## src/rtl/div_seq_ctrl.sv

```systemverilog
`default_nettype none
// ============================================================================
// Module      : div_seq_ctrl
// Description : Multi-cycle restoring divider sequencer for DIV/DIVU/REM/REMU,
//               one quotient bit per cycle, with RISC-V special-case results.
// Revision    : 1.0 - initial release
// ============================================================================
module div_seq_ctrl #(
    parameter int XLEN = 32
) (
    input  logic            clk,
    input  logic            rst_n,
    input  logic            div_start,
    input  logic [1:0]      div_opcode,
    input  logic [XLEN-1:0] operand1,
    input  logic [XLEN-1:0] operand2,
    input  logic            div_flush,
    output logic            div_busy,
    output logic            div_valid,
    output logic [XLEN-1:0] result_divide
);

    localparam int c_CNT_W = $clog2(XLEN);

    typedef enum logic [1:0] {
        S_IDLE = 2'd0,
        S_CALC = 2'd1,
        S_DONE = 2'd2
    } state_t;

    state_t              r_state;
    state_t              w_next;
    logic [c_CNT_W-1:0]  r_count;
    logic [XLEN-1:0]     r_rem;
    logic [XLEN-1:0]     r_quo;
    logic [XLEN-1:0]     r_dvs;
    logic                r_is_rem;
    logic                r_neg1;
    logic                r_neg2;
    logic [XLEN-1:0]     r_result;

    logic                w_accept;
    logic                w_signed;
    logic                w_neg1;
    logic                w_neg2;
    logic [XLEN-1:0]     w_mag1;
    logic [XLEN-1:0]     w_mag2;
    logic                w_div0;
    logic                w_ovf;
    logic                w_special;
    logic [XLEN-1:0]     w_special_res;
    logic [XLEN:0]       w_rem_sh;
    logic [XLEN:0]       w_diff;
    logic [XLEN-1:0]     w_rem_nx;
    logic [XLEN-1:0]     w_quo_nx;
    logic                w_last;
    logic [XLEN-1:0]     w_final;

    // Start decode: magnitudes only for the signed ops (opcode bit 0 clear).
    assign w_accept  = (r_state == S_IDLE) && div_start && !div_flush;
    assign w_signed  = ~div_opcode[0];
    assign w_neg1    = w_signed & operand1[XLEN-1];
    assign w_neg2    = w_signed & operand2[XLEN-1];
    assign w_mag1    = w_neg1 ? -operand1 : operand1;
    assign w_mag2    = w_neg2 ? -operand2 : operand2;
    assign w_div0    = (operand2 == '0);
    assign w_ovf     = w_signed && (operand1 == {1'b1, {(XLEN-1){1'b0}}})
                                && (operand2 == {XLEN{1'b1}});
    assign w_special = w_div0 || w_ovf;

    always_comb begin
        w_special_res = '0;
        if (w_div0)
            w_special_res = div_opcode[1] ? operand1 : {XLEN{1'b1}};
        else if (w_ovf)
            w_special_res = div_opcode[1] ? '0 : operand1;
    end

    // One restoring step: the shifted partial remainder needs one extra bit.
    assign w_rem_sh = {r_rem, r_quo[XLEN-1]};
    assign w_diff   = w_rem_sh - {1'b0, r_dvs};
    assign w_rem_nx = w_diff[XLEN] ? w_rem_sh[XLEN-1:0] : w_diff[XLEN-1:0];
    assign w_quo_nx = {r_quo[XLEN-2:0], ~w_diff[XLEN]};
    assign w_last   = (r_count == c_CNT_W'(XLEN-1));

    always_comb begin
        if (r_is_rem)
            w_final = r_neg1 ? -w_rem_nx : w_rem_nx;
        else
            w_final = (r_neg1 ^ r_neg2) ? -w_quo_nx : w_quo_nx;
    end

    always_ff @(posedge clk or negedge rst_n) begin
        if (!rst_n)
            r_state <= S_IDLE;
        else
            r_state <= w_next;
    end

    always_comb begin
        w_next = r_state;
        case (r_state)
            S_IDLE: begin
                if (w_accept)
                    w_next = w_special ? S_DONE : S_CALC;
            end
            S_CALC: begin
                if (div_flush)
                    w_next = S_IDLE;
                else if (w_last)
                    w_next = S_DONE;
            end
            S_DONE:  w_next = S_IDLE;
            default: w_next = S_IDLE;
        endcase
    end

    always_ff @(posedge clk or negedge rst_n) begin
        if (!rst_n) begin
            r_count  <= '0;
            r_rem    <= '0;
            r_quo    <= '0;
            r_dvs    <= '0;
            r_is_rem <= 1'b0;
            r_neg1   <= 1'b0;
            r_neg2   <= 1'b0;
            r_result <= '0;
        end else begin
            case (r_state)
                S_IDLE: begin
                    if (w_accept) begin
                        r_is_rem <= div_opcode[1];
                        r_neg1   <= w_neg1;
                        r_neg2   <= w_neg2;
                        r_dvs    <= w_mag2;
                        r_quo    <= w_mag1;
                        r_rem    <= '0;
                        r_count  <= '0;
                        if (w_special)
                            r_result <= w_special_res;
                    end
                end
                S_CALC: begin
                    // A squash leaves the previous result visible.
                    if (!div_flush) begin
                        r_rem   <= w_rem_nx;
                        r_quo   <= w_quo_nx;
                        r_count <= r_count + c_CNT_W'(1);
                        if (w_last)
                            r_result <= w_final;
                    end
                end
                default: ;
            endcase
        end
    end

    assign div_busy      = (r_state != S_IDLE);
    assign div_valid     = (r_state == S_DONE);
    assign result_divide = r_result;

endmodule
`default_nettype wire

```

## config.mk

```make
export PLATFORM = sky130hd
export DESIGN_NAME = div_seq_ctrl
export DESIGN_NICKNAME = d
export VERILOG_FILES = /design/src/rtl/div_seq_ctrl.sv
export SDC_FILE = /design/constraint.sdc
export NUM_CORES = 1
export LEC_CHECK = 0
export CELL_PAD_IN_SITES_DETAIL_PLACEMENT = 0
export CELL_PAD_IN_SITES_GLOBAL_PLACEMENT = 1
export CORE_UTILIZATION = 40
export CTS_CLUSTER_SIZE = 25
export DETAILED_ROUTE_END_ITERATION = 12
export GPL_TIMING_DRIVEN = 0
export MAX_ROUTING_LAYER = met4
export PLACE_DENSITY_LB_ADDON = 0.1
export RECOVER_POWER = 100
export REMOVE_ABC_BUFFERS = 1
export SLEW_MARGIN = 20
export SYNTH_ARGS = -nofsm -noshare
export SYNTH_HDL_FRONTEND = slang
export SYNTH_SLANG_ARGS = --single-unit
```

## constraint.sdc

```tcl
create_clock -name clk -period 4 [get_ports clk]
set_input_delay 1 -clock clk [delete_from_list [all_inputs] [get_ports clk]]
set_output_delay 1 -clock clk [all_outputs]
set_load 0.03 [all_outputs]
```

# Yosys cells after proc, flatten, opt, wreduce, memory -nomap -nowiden
# Cells that the tools add are included.
[op_classes]
add_sub_neg = 6
multipliers = 0
div_mod_pow = 0
n_lt_le_gt_ge = 0
n_eq_ne = 10
n_shift = 0
mux = 29
bitwise = 5
n_reduce_logical = 14
[op_table]
columns = ["operator", "n"]
rows = [
  ["$mux 32", 18],
  ["$pmux 32 s2", 3],
  ["$neg 32->32", 4],
  ["$eq 32x32->1 const B", 2],
  ["$sub 33x32->33", 1],
  ["$logic_not 32->1", 1],
  ["$mux 5", 2],
  ["$pmux 5 s2", 1],
  ["$mux 2", 4],
  ["$ne 2x2->1 const B", 4],
  ["$add 5x1->5 const B", 1],
  ["$eq 5x5->1 const B", 1],
  ["$reduce_and 5->1", 1],
  ["$logic_and 1x1->1", 4],
  ["$pmux 2 s2", 1],
  ["$reduce_and 2->1", 2],
  ["$reduce_bool 2->1", 2],
  ["$ne 3x3->1 const B", 1],
  ["$reduce_and 3->1", 1],
  ["$and 1x1->1", 2],
  ["$eq 2x1->1 const B", 1],
  ["$eq 2x2->1 const B", 1],
  ["$logic_not 2->1", 1],
  ["$not 1->1", 2],
  ["other kinds (3)", 3],
]
[totals]
register_bits = 138
latch_bits = 0
ramBits = 0
romBits = 0
in_bits = 70
output_inout_bits = 34
elab_cells = 73
n_memories = 0

# Logic depth before layout (Yosys ltp)
# Gate-level depths: netlist of the first run.
[depth]
ltp_word = 8
mapped_depth = 25
depth_no_buf = 22

# Least setup slack after synthesis of the first run
# No wires, ideal clock.
[synth_path]
path_type = "register to register"
from = "register r_rem[4]"
to = "register r_result[28], in the netlist result_divide[28]"
setup_time_ps = 127
t_arrival_ps = 4241
required_ps = 3873
path_slack_ps = -368
stages_incl_launch_ff = 23
n_path_buf = 4
synth_period_minus_slack_ps = 4368
path_cell_list = "dfrtp_1 ha_1 buf_4 nand4_1 a21o_1 a211o_1 a2111oi_4 o31a_2 buf_6 nor2_8 inv_4 buf_2 buf_2 ha_1 nand2b_1 nand2b_1 nor2_1 nand3b_1 o41ai_1 xor2_1 nand2_1 o211ai_1 a21oi_1"
[synth_via]
elab_chain_cells = 8
elab_cells_between_ends = 11
classes_between = "add/sub: 3; mux: 7; bitwise: 1"
[synth_lines]
columns = ["item", "line_no", "source"]
rows = [
  ["start: declaration", "34", "logic [XLEN-1:0] r_rem;"],
  ["start signal: assignment", "146", "r_rem <= w_rem_nx;"],
  ["$sub 33x32->33", "81", "assign w_diff = w_rem_sh - {1'b0, r_dvs};"],
  ["$mux 32 or $not 1->1 (tied branches)", "82, 83", ""],
  ["$neg 32->32 (on tied branches)", "88, 90", ""],
  ["$mux 32 (on tied branches)", "88, 90", ""],
  ["$mux 32 (*)", "87", "if (r_is_rem)"],
  ["$mux 32 (*)", "149", "if (w_last)"],
  ["$mux 32 (*)", "145", "if (!div_flush) begin"],
  ["$pmux 32 s2 (*)", "129", "case (r_state)"],
  ["end signal: assignment", "140", "r_result <= w_special_res;"],
  ["end signal: assignment", "150", "r_result <= w_final;"],
  ["end: declaration", "40", "logic [XLEN-1:0] r_result;"],
]
# Mark *: on every way between the ends. The rest lies on a longest branch, timed or not. The select of a mux whose other input is x is not followed.
# A chain may end at the register's enable or synchronous reset.

# Worst setup path after layout of the first run
[layout_path]
from = "register r_dvs[0]"
to = "register r_result[26], in the netlist result_divide[26]"
[layout_via]
elab_chain_cells = 8
elab_cells_between_ends = 11
classes_between = "add/sub: 3; mux: 7; bitwise: 1"
[layout_lines]
columns = ["item", "line_no", "source"]
rows = [
  ["start: declaration", "36", "logic [XLEN-1:0] r_dvs;"],
  ["start signal: assignment", "135", "r_dvs <= w_mag2;"],
  ["$sub 33x32->33 (*)", "81", ""],
  ["$mux 32 or $not 1->1 (tied branches)", "82, 83", ""],
  ["$neg 32->32 (on tied branches)", "88, 90", ""],
  ["$mux 32 (on tied branches)", "88, 90", ""],
  ["$mux 32 (*)", "87", ""],
  ["$mux 32 (*)", "149", ""],
  ["$mux 32 (*)", "145", ""],
  ["$pmux 32 s2 (*)", "129", ""],
]
# Marked as above.

==> results by group, run 1 <==
Die
  • I/O Pins: 104
  • Die Span Y: 172 um
  • Die area: 29600 sq um
  • DIE WIDTH: 172 um
  • Site row count: 61
  • Area of the core: 28100 sq um
  • Initial core utilization: 41.2%

CTS
  • Hold Buf Count CTS: 0
  • CTS Buf Count: 17
  • H-tree levels: 4
  • CTS tree: yes
  • Num Clock Sinks: 138
  • Clock Tree Root: clkbuf_16
  • Reg clk slew, reported paths: 0.07 ns
  • Max Buffers Root-to-Sink: 2
  • Worst-Skew Late Latency: 0.43 ns

STA
  • Setup-failing EPs final: 16
  • Post-route setup slack: -0.167 ns
  • Fin. Hold Viols: 0
  • Final hold slack: 0.467 ns
  • Worst rel slew slack: -87.7%
  • Crit path time final: 4.17 ns
  • Fmax: 0.240 GHz
  • Clk_skew: 0.0106 ns
  • Setup repair after global routing missed its margin: yes
  • Post-route clock period utilization: 104%
  • Final Slew Violations: 61
  • Slew at the pin closest to its max-slew limit: 2.82 ns

Route
  • Via/cell ratio: 5.80
  • Met3 WL: 2070 um
  • M1 WL: 18200 um
  • Wire per inst: 19.8 um
  • Routed via count: 11.5k
  • DR top layer: met4
  • Routed wire length: 39200 um
  • DRC: 0
  • Metal2 WL: 18000 um
  • Drt first-iter violations: 841
  • Post-route ant nets: 0
  • Pre-Repair DR Iteration Count: 5

Critical path
  • Critical-path top delay cell: dfrtp_1
  • CP Class: reg -> reg
  • R2R setup slack: -0.17 ns
  • Worst Setup End Kind: register
  • R2R depth: 22
  • Worst Path Required: 4.31 ns
  • Worst path cell trace: ha_4 -> inv_2 -> fa_2 -> nand3_2 -> a21o_1 -> a211o_4 -> a2111oi_4 -> buf_4 -> o31a_4 -> nor2_8 -> inv_12 -> ha_4 -> nand2b_4 -> nand2b_4 -> nor2_4 -> nand3b_1 -> buf_6 -> o21ai_1 -> xor2_1 -> a21oi_2 -> o311ai_1 -> o21ai_1
  • Worst setup SP type: register
  • Reg-to-Reg End: result_divide[26]
  • Crit Path Max Fanout: 7
  • Reg2reg start: r_dvs[0]
  • Critical path's largest stage delay: 0.43 ns
  • Arr. time, crit path: 4.48 ns

Yosys
  • Commonest register cell after synthesis: dfrtp_1
  • Mapped Area: 11600 sq um
  • Most common cell in the netlist: nand2_1
  • Synth area leader: dfrtp_1
  • Register area share after synthesis: 29.8%
  • Top-area cell type share of the netlist area: 29.8%
  • #FFs+latches synth: 138
  • Synth area leaders: dfrtp_1 (30%), o21ai_0 (6.7%), a21oi_1 (6.7%)
  • Yosys cell types: 85
  • Post-synth EDFFs: 0
  • Cells after Synth: 1475
  • Async set-reset flop share out of synthesis: 100%
  • Synthesized area per cell: 7.85 sq um
  • Yosys warns: 0
  • List of most frequent post-synthesis cells: nand2_1 (179), o21ai_0 (155), a21oi_1 (154)

Flow run
  • MaxCap Viol Count: 1

Final layout
  • Area grow syn2layout: 30.0%
  • Share of cells above drive strength 1: 16.0%
  • Final #Nets: 1695
  • Antenna cells: 0
  • Multi-input gate area: 8450 sq um
  • FF/Latch Area: 3470 sq um
  • Post-Route Utilization: 53.6%
  • # fillers: 2695

Placed design
  • Final HPWL from detailed placement: 27300 um
  • IO Port Bufs: 103
  • RD Place Congestion: 0.871

Global route
  • Vias in the first global route: 10.6k
  • Total gr overflow: 0
  • Antenna violations before repair: 0
  • Overall routing resource usage: 27.7%
  • Global-route wire length before repair: 60800 um
  • Pin count of the biggest net entering global routing: 80

Run status
  • Failing checks: capacitance limit, slew limit, setup timing
  • Status: finished, violations left

Min path
  • Min-Delay Endpoint: result_divide[8]
  • Hold Startpoint: result_divide[8]
  • Worst Hold Depth: 2
  • Hold crit path type: reg -> reg
## worst max-delay path by stage
stage / start / endpoint / depth (start not counted)
finish: r_dvs[0] / result_divide[26] / 22
global route: r_rem[6] / result_divide[26] / 20
CTS: r_dvs[0] / result_divide[30] / 20
detailed placement: r_rem[4] / result_divide[30] / 18
global placement: r_state[1] / result_divide[26] / 8
floorplan: r_state[1] / result_divide[29] / 9
## sequential cells by signal (all words and copies together), names as in the netlist
name,count
r_neg2,1
r_quo,32
r_neg1,1
r_dvs,32
result_divide,32
r_count,5
r_state,2
r_rem,32
r_is_rem,1
## per-stage QoR
step           instances  setup TNS, ns  instance area (sq um)  setup WS, ns
3_5_place_dp        1886         -50.61                  13100         -1.69
6_report            1976          -1.27                  15100        -0.167
4_1_cts             1961          -1.34                  14700        -0.197
3_3_place_gp        1870        -993.42                  12700         -5.95
5_1_grt             1976          -7.61                  15100        -0.302
2_1_floorplan       1389         -72.36                  11200         -1.86
## final cells by class
class | instances | share of cell area [%]
inverters | 61 | 1.63
flip-flops and latches | 138 | 23.0
repair inverters | 2 | 0.108
repair buffers | 171 | 11.6
well taps | 378 | 3.14
clock buffers | 21 | 3.06
clock inverters | 11 | 1.28
multi-input cells | 1194 | 56.2
## critical path, delay by kind of cell (launching register included)
family | cells | cell delay [ns]
compound gates | 8 | 1.65
simple gates | 6 | 0.69
fa+ha+maj | 3 | 0.55
buf+inv | 4 | 0.50
flops | 1 | 0.43
xor+xnor | 1 | 0.20
## per-layer routing
metal | vias up | GRT usage (%)
li1 | 5572 | -
met3 | 60 | 3.20
met2 | 400 | 43.4
met4 | 0 | 8.27
met5 | - | -
met1 | 5421 | 37.3
## cell families (layout without fill, tap and decap cells)
logic type	count (synthesis)	after routing	share of synthesized area, %
flip-flops	138	138	29.8
AO/OA/AOI/OAI	512	512	28.0
adder cells (fa/ha/maj)	40	40	4.39
AND/OR/NAND/NOR	472	476	19.5
buffers and inverters	147	266	5.39
multiplexers	31	31	2.72
XOR/XNOR	135	135	10.2
## placed cells by master (no fill, tap or decap), types with 7 or more instances in the layout
cell type | Yosys | layout
a211oi_1 | 14 | 12
a21o_1 | 26 | 26
a21oi_1 | 154 | 144
a21oi_2 | 2 | 9
a22o_1 | 8 | 8
a31oi_1 | 18 | 16
buf_4 | 3 | 42
buf_6 | 5 | 7
clkbuf_16 | 0 | 17
clkdlybuf4s50_1 | 0 | 62
dfrtp_1 | 138 | 128
dfrtp_2 | 0 | 10
dlygate4sd3_1 | 0 | 36
ha_1 | 39 | 22
ha_4 | 0 | 13
inv_1 | 60 | 56
mux2i_1 | 27 | 22
nand2_1 | 179 | 176
nand2b_1 | 12 | 8
nand3_1 | 17 | 15
nand4_1 | 19 | 19
nor2_1 | 119 | 111
nor2_4 | 0 | 7
nor3_1 | 36 | 33
nor4_1 | 11 | 7
o211ai_1 | 16 | 16
o21a_1 | 10 | 10
o21ai_0 | 155 | 144
o21ai_1 | 6 | 15
o31ai_1 | 31 | 26
o41ai_1 | 11 | 7
or3_1 | 22 | 22
or4_4 | 4 | 7
xnor2_1 | 71 | 60
xnor2_2 | 0 | 11
xor2_1 | 64 | 60
## repair_timing
item                                    CTS  global route
cloned                                    7             0
hold endpoints to repair                  0             0
gates resized for setup                 121            62
endpoints found under the setup margin   48            31
buffers inserted                         36            15
pin swaps                                52            57
Power of run 1 is not shown: default switching activity piles up to over one toggle a cycle in this logic, so the estimate is an artifact.
==> run 2: changes to the inputs <==
--- a/config.mk
+++ b/config.mk
@@ -7,9 +7,11 @@
 export LEC_CHECK = 0
 export CELL_PAD_IN_SITES_DETAIL_PLACEMENT = 0
 export CELL_PAD_IN_SITES_GLOBAL_PLACEMENT = 1
+export CORE_ASPECT_RATIO = 0.7
 export CORE_UTILIZATION = 40
 export CTS_CLUSTER_SIZE = 25
 export DETAILED_ROUTE_END_ITERATION = 12
+export GPL_ROUTABILITY_DRIVEN = 0
 export GPL_TIMING_DRIVEN = 0
 export MAX_ROUTING_LAYER = met4
 export PLACE_DENSITY_LB_ADDON = 0.1
==> run 2 against run 1 <==
  * The run still ends with capacitance limit, slew limit, setup timing left
  * Flip-flop and latch count unchanged
  * Core utilization shrank 0.071 points
  * Critical endpoint is now result_divide[31]
  * Via count grew 3.3%
  * First-iteration DRC count up 24%
==> results by group, run 2 (synthesis results as in run 1) <==
Run status
  • Status: finished, violations left
  • Failing checks: capacitance limit, slew limit, setup timing

Global route
  • Overall routing resource usage: 29.2% (+1.5 points)
  • Antenna violations before repair: 0 (unchanged)
  • Vias in the first global route: 10.9k (+2.9%)
  • Total gr overflow: 0 (unchanged)
  • Pin count of the biggest net entering global routing: 57 (-29%)
  • Global-route wire length before repair: 63900 um (+5.2%)

CTS
  • Max Buffers Root-to-Sink: 2 (unchanged)
  • Clock Tree Root: clkbuf_16
  • Num Clock Sinks: 138 (unchanged)
  • CTS tree: yes
  • H-tree levels: 4 (unchanged)
  • Worst-Skew Late Latency: 0.46 ns (+0.03 ns)
  • Reg clk slew, reported paths: 0.06 ns (about the same)
  • CTS Buf Count: 17 (unchanged)

Final layout
  • Most frequent cells in the layout: nand2_1 (177), a21oi_1 (147), o21ai_0 (144)
  • Antenna cells: 0 (unchanged)
  • Share of cells above drive strength 1: 16.3% (+0.35 points)
  • Final #Nets: 1723 (+1.7%)
  • Area grow syn2layout: 30.1% (about the same)
  • # fillers: 2724 (+1.1%)
  • Final non-filler cell total: 1996 (+1.0%)
  • Commonest non-fill, non-tap cell in the layout: nand2_1

Critical path
  • Crit Path Max Fanout: 6 (-1)
  • R2R setup slack: -0.22 ns (-0.05 ns)
  • Arr. time, crit path: 4.54 ns (+0.06 ns)
  • Worst Setup End Kind: register
  • Reg-to-Reg End: result_divide[31]
  • Worst Path Required: 4.32 ns (about the same)
  • Reg2reg start: r_rem[5]
  • CP Class: reg -> reg
  • R2R depth: 14 (-36%)
  • Worst setup SP type: register
  • Origin of the worst setup path: r_rem[5]
  • Critical Path End: result_divide[31]

Route
  • Via/cell ratio: 5.93 (+2.3%)
  • Routed wire length: 41500 um (+6.0%)
  • Drt first-iter violations: 1039 (+24%)
  • Routed via count: 11.8k (+3.3%)
  • Wire per inst: 20.8 um (+5.0%)
  • DRC: 0 (unchanged)
  • Pre-Repair DR Iteration Count: 5 (unchanged)
  • Post-route ant nets: 0 (unchanged)

STA
  • Crit path time final: 4.22 ns (+0.0545 ns)
  • Final Slew Violations: 39 (-36%)
  • Clk_skew: 0.00981 ns (-0.000807 ns)
  • Setup repair after global routing missed its margin: yes
  • Worst rel slew slack: -43.2% (+45 points)
  • Fmax: 0.237 GHz (-1.3%)
  • Setup-failing EPs final: 23 (+7)
  • Slew at the pin closest to its max-slew limit: 2.15 ns (-0.668 ns)
  • Post-route clock period utilization: 106% (+1.4 points)
  • Post-route setup slack: -0.221 ns (-0.0545 ns)
  • Fin. Hold Viols: 0 (unchanged)

Placed design
  • Final HPWL from detailed placement: 28500 um (+4.4%)
  • IO Port Bufs: 103 (unchanged)
  • Cells after DPL: 1878 (-0.42%)

Flow run
  • MaxCap Viol Count: 1 (unchanged)

Die
  • Initial core utilization: 41.1% (-0.079 points)
  • DIE WIDTH: 205 um (+19%)
  • Die area: 29600 sq um (about the same)
  • Die Span Y: 144 um (-16%)
  • I/O Pins: 104 (unchanged)
  • Site row count: 51 (-16%)
  • Area of the core: 28100 sq um (+0.19%)

Min path
  • Hold crit path type: reg -> reg
  • Hold Startpoint: result_divide[4]
==> run 2: cell types whose count changed in the layout (fill, tap and decap cells not counted), moves of 4 or more <==
cell     change
buf_12       +5
buf_4       +22
nor2_2       +4
xnor2_1      +7
xnor2_2      -7
==> run 2: cell type report <==
| cell class | count | area, sq um | area share [%] |
|---|---|---|---|
| clock inverters | 7 | 91.3 | 0.606 |
| multi-input cells | 1195 | 8330 | 55.3 |
| flip-flops and latches | 138 | 3470 | 23.0 |
| inverters | 61 | 248 | 1.64 |
| repair buffers | 196 | 1950 | 13.0 |
| repair inverters | 4 | 26.3 | 0.174 |
| clock buffers | 24 | 482 | 3.20 |
| well taps | 371 | 464 | 3.08 |
==> run 2: timing repair <==
action,in CTS,in global routing
pin swaps,49,51
hold buffers,0,0
cloned,6,4
buffers inserted,46,32
resized for setup,114,59
hold endpoints to repair,0,0
setup endpoints to repair,50,34
==> run 2: routing by layer <==
layer  up-vias  track usage, %  part of all wire (%)
li1       5612               -                     -
met1      5751            43.6                    50
met2       428            40.8                    42
met3        40            4.75                   7.4
met4         0            5.81                   1.0
met5         -               -                     0
==> run 2: metrics by stage <==
step | cell area, sq um | setup slack [ns] | TNS [ns] | util, % | hold slack [ns]
after floorplan | 11200 | -1.86 | -72.36 | - | 0.450
after global placement | 12700 | -5.80 | -992.87 | 45.0 | 0.460
after detailed placement | 13100 | -2.18 | -66.92 | 46.4 | 0.466
after CTS | 14700 | -0.159 | -1.13 | 52.1 | 0.418
after global routing | 15100 | -0.348 | -6.47 | 53.5 | 0.490
final | 15100 | -0.221 | -2.53 | 53.5 | 0.468
==> run 2: how the worst min path moves through the flow <==
| stage | end | slack, ns | cells past startpoint |
|---|---|---|---|
| floorplan | r_dvs[10] | 0.45 | 2 |
| global placement | result_divide[3] | 0.46 | 1 |
| detailed placement | result_divide[8] | 0.47 | 2 |
| CTS | r_dvs[5] | 0.42 | 1 |
| global route | result_divide[3] | 0.49 | 1 |
| finish | result_divide[4] | 0.47 | 2 |
==> run 2: critical path: stages, from the launching register on <==
cell,delay (ns)
dfrtp_2,0.46
ha_4,0.33
nand2_1,0.10
o21a_1,0.21
a211o_4,0.39
a2111oi_4,0.40
buf_4,0.19
nor4_4,0.06
buf_6,0.15
a2111oi_4,0.33
or4b_4,0.56
a21o_1,0.18
o41a_1,0.42
xnor2_1,0.20
a21oi_1,0.09
Power of run 2 is left out for the same reason.
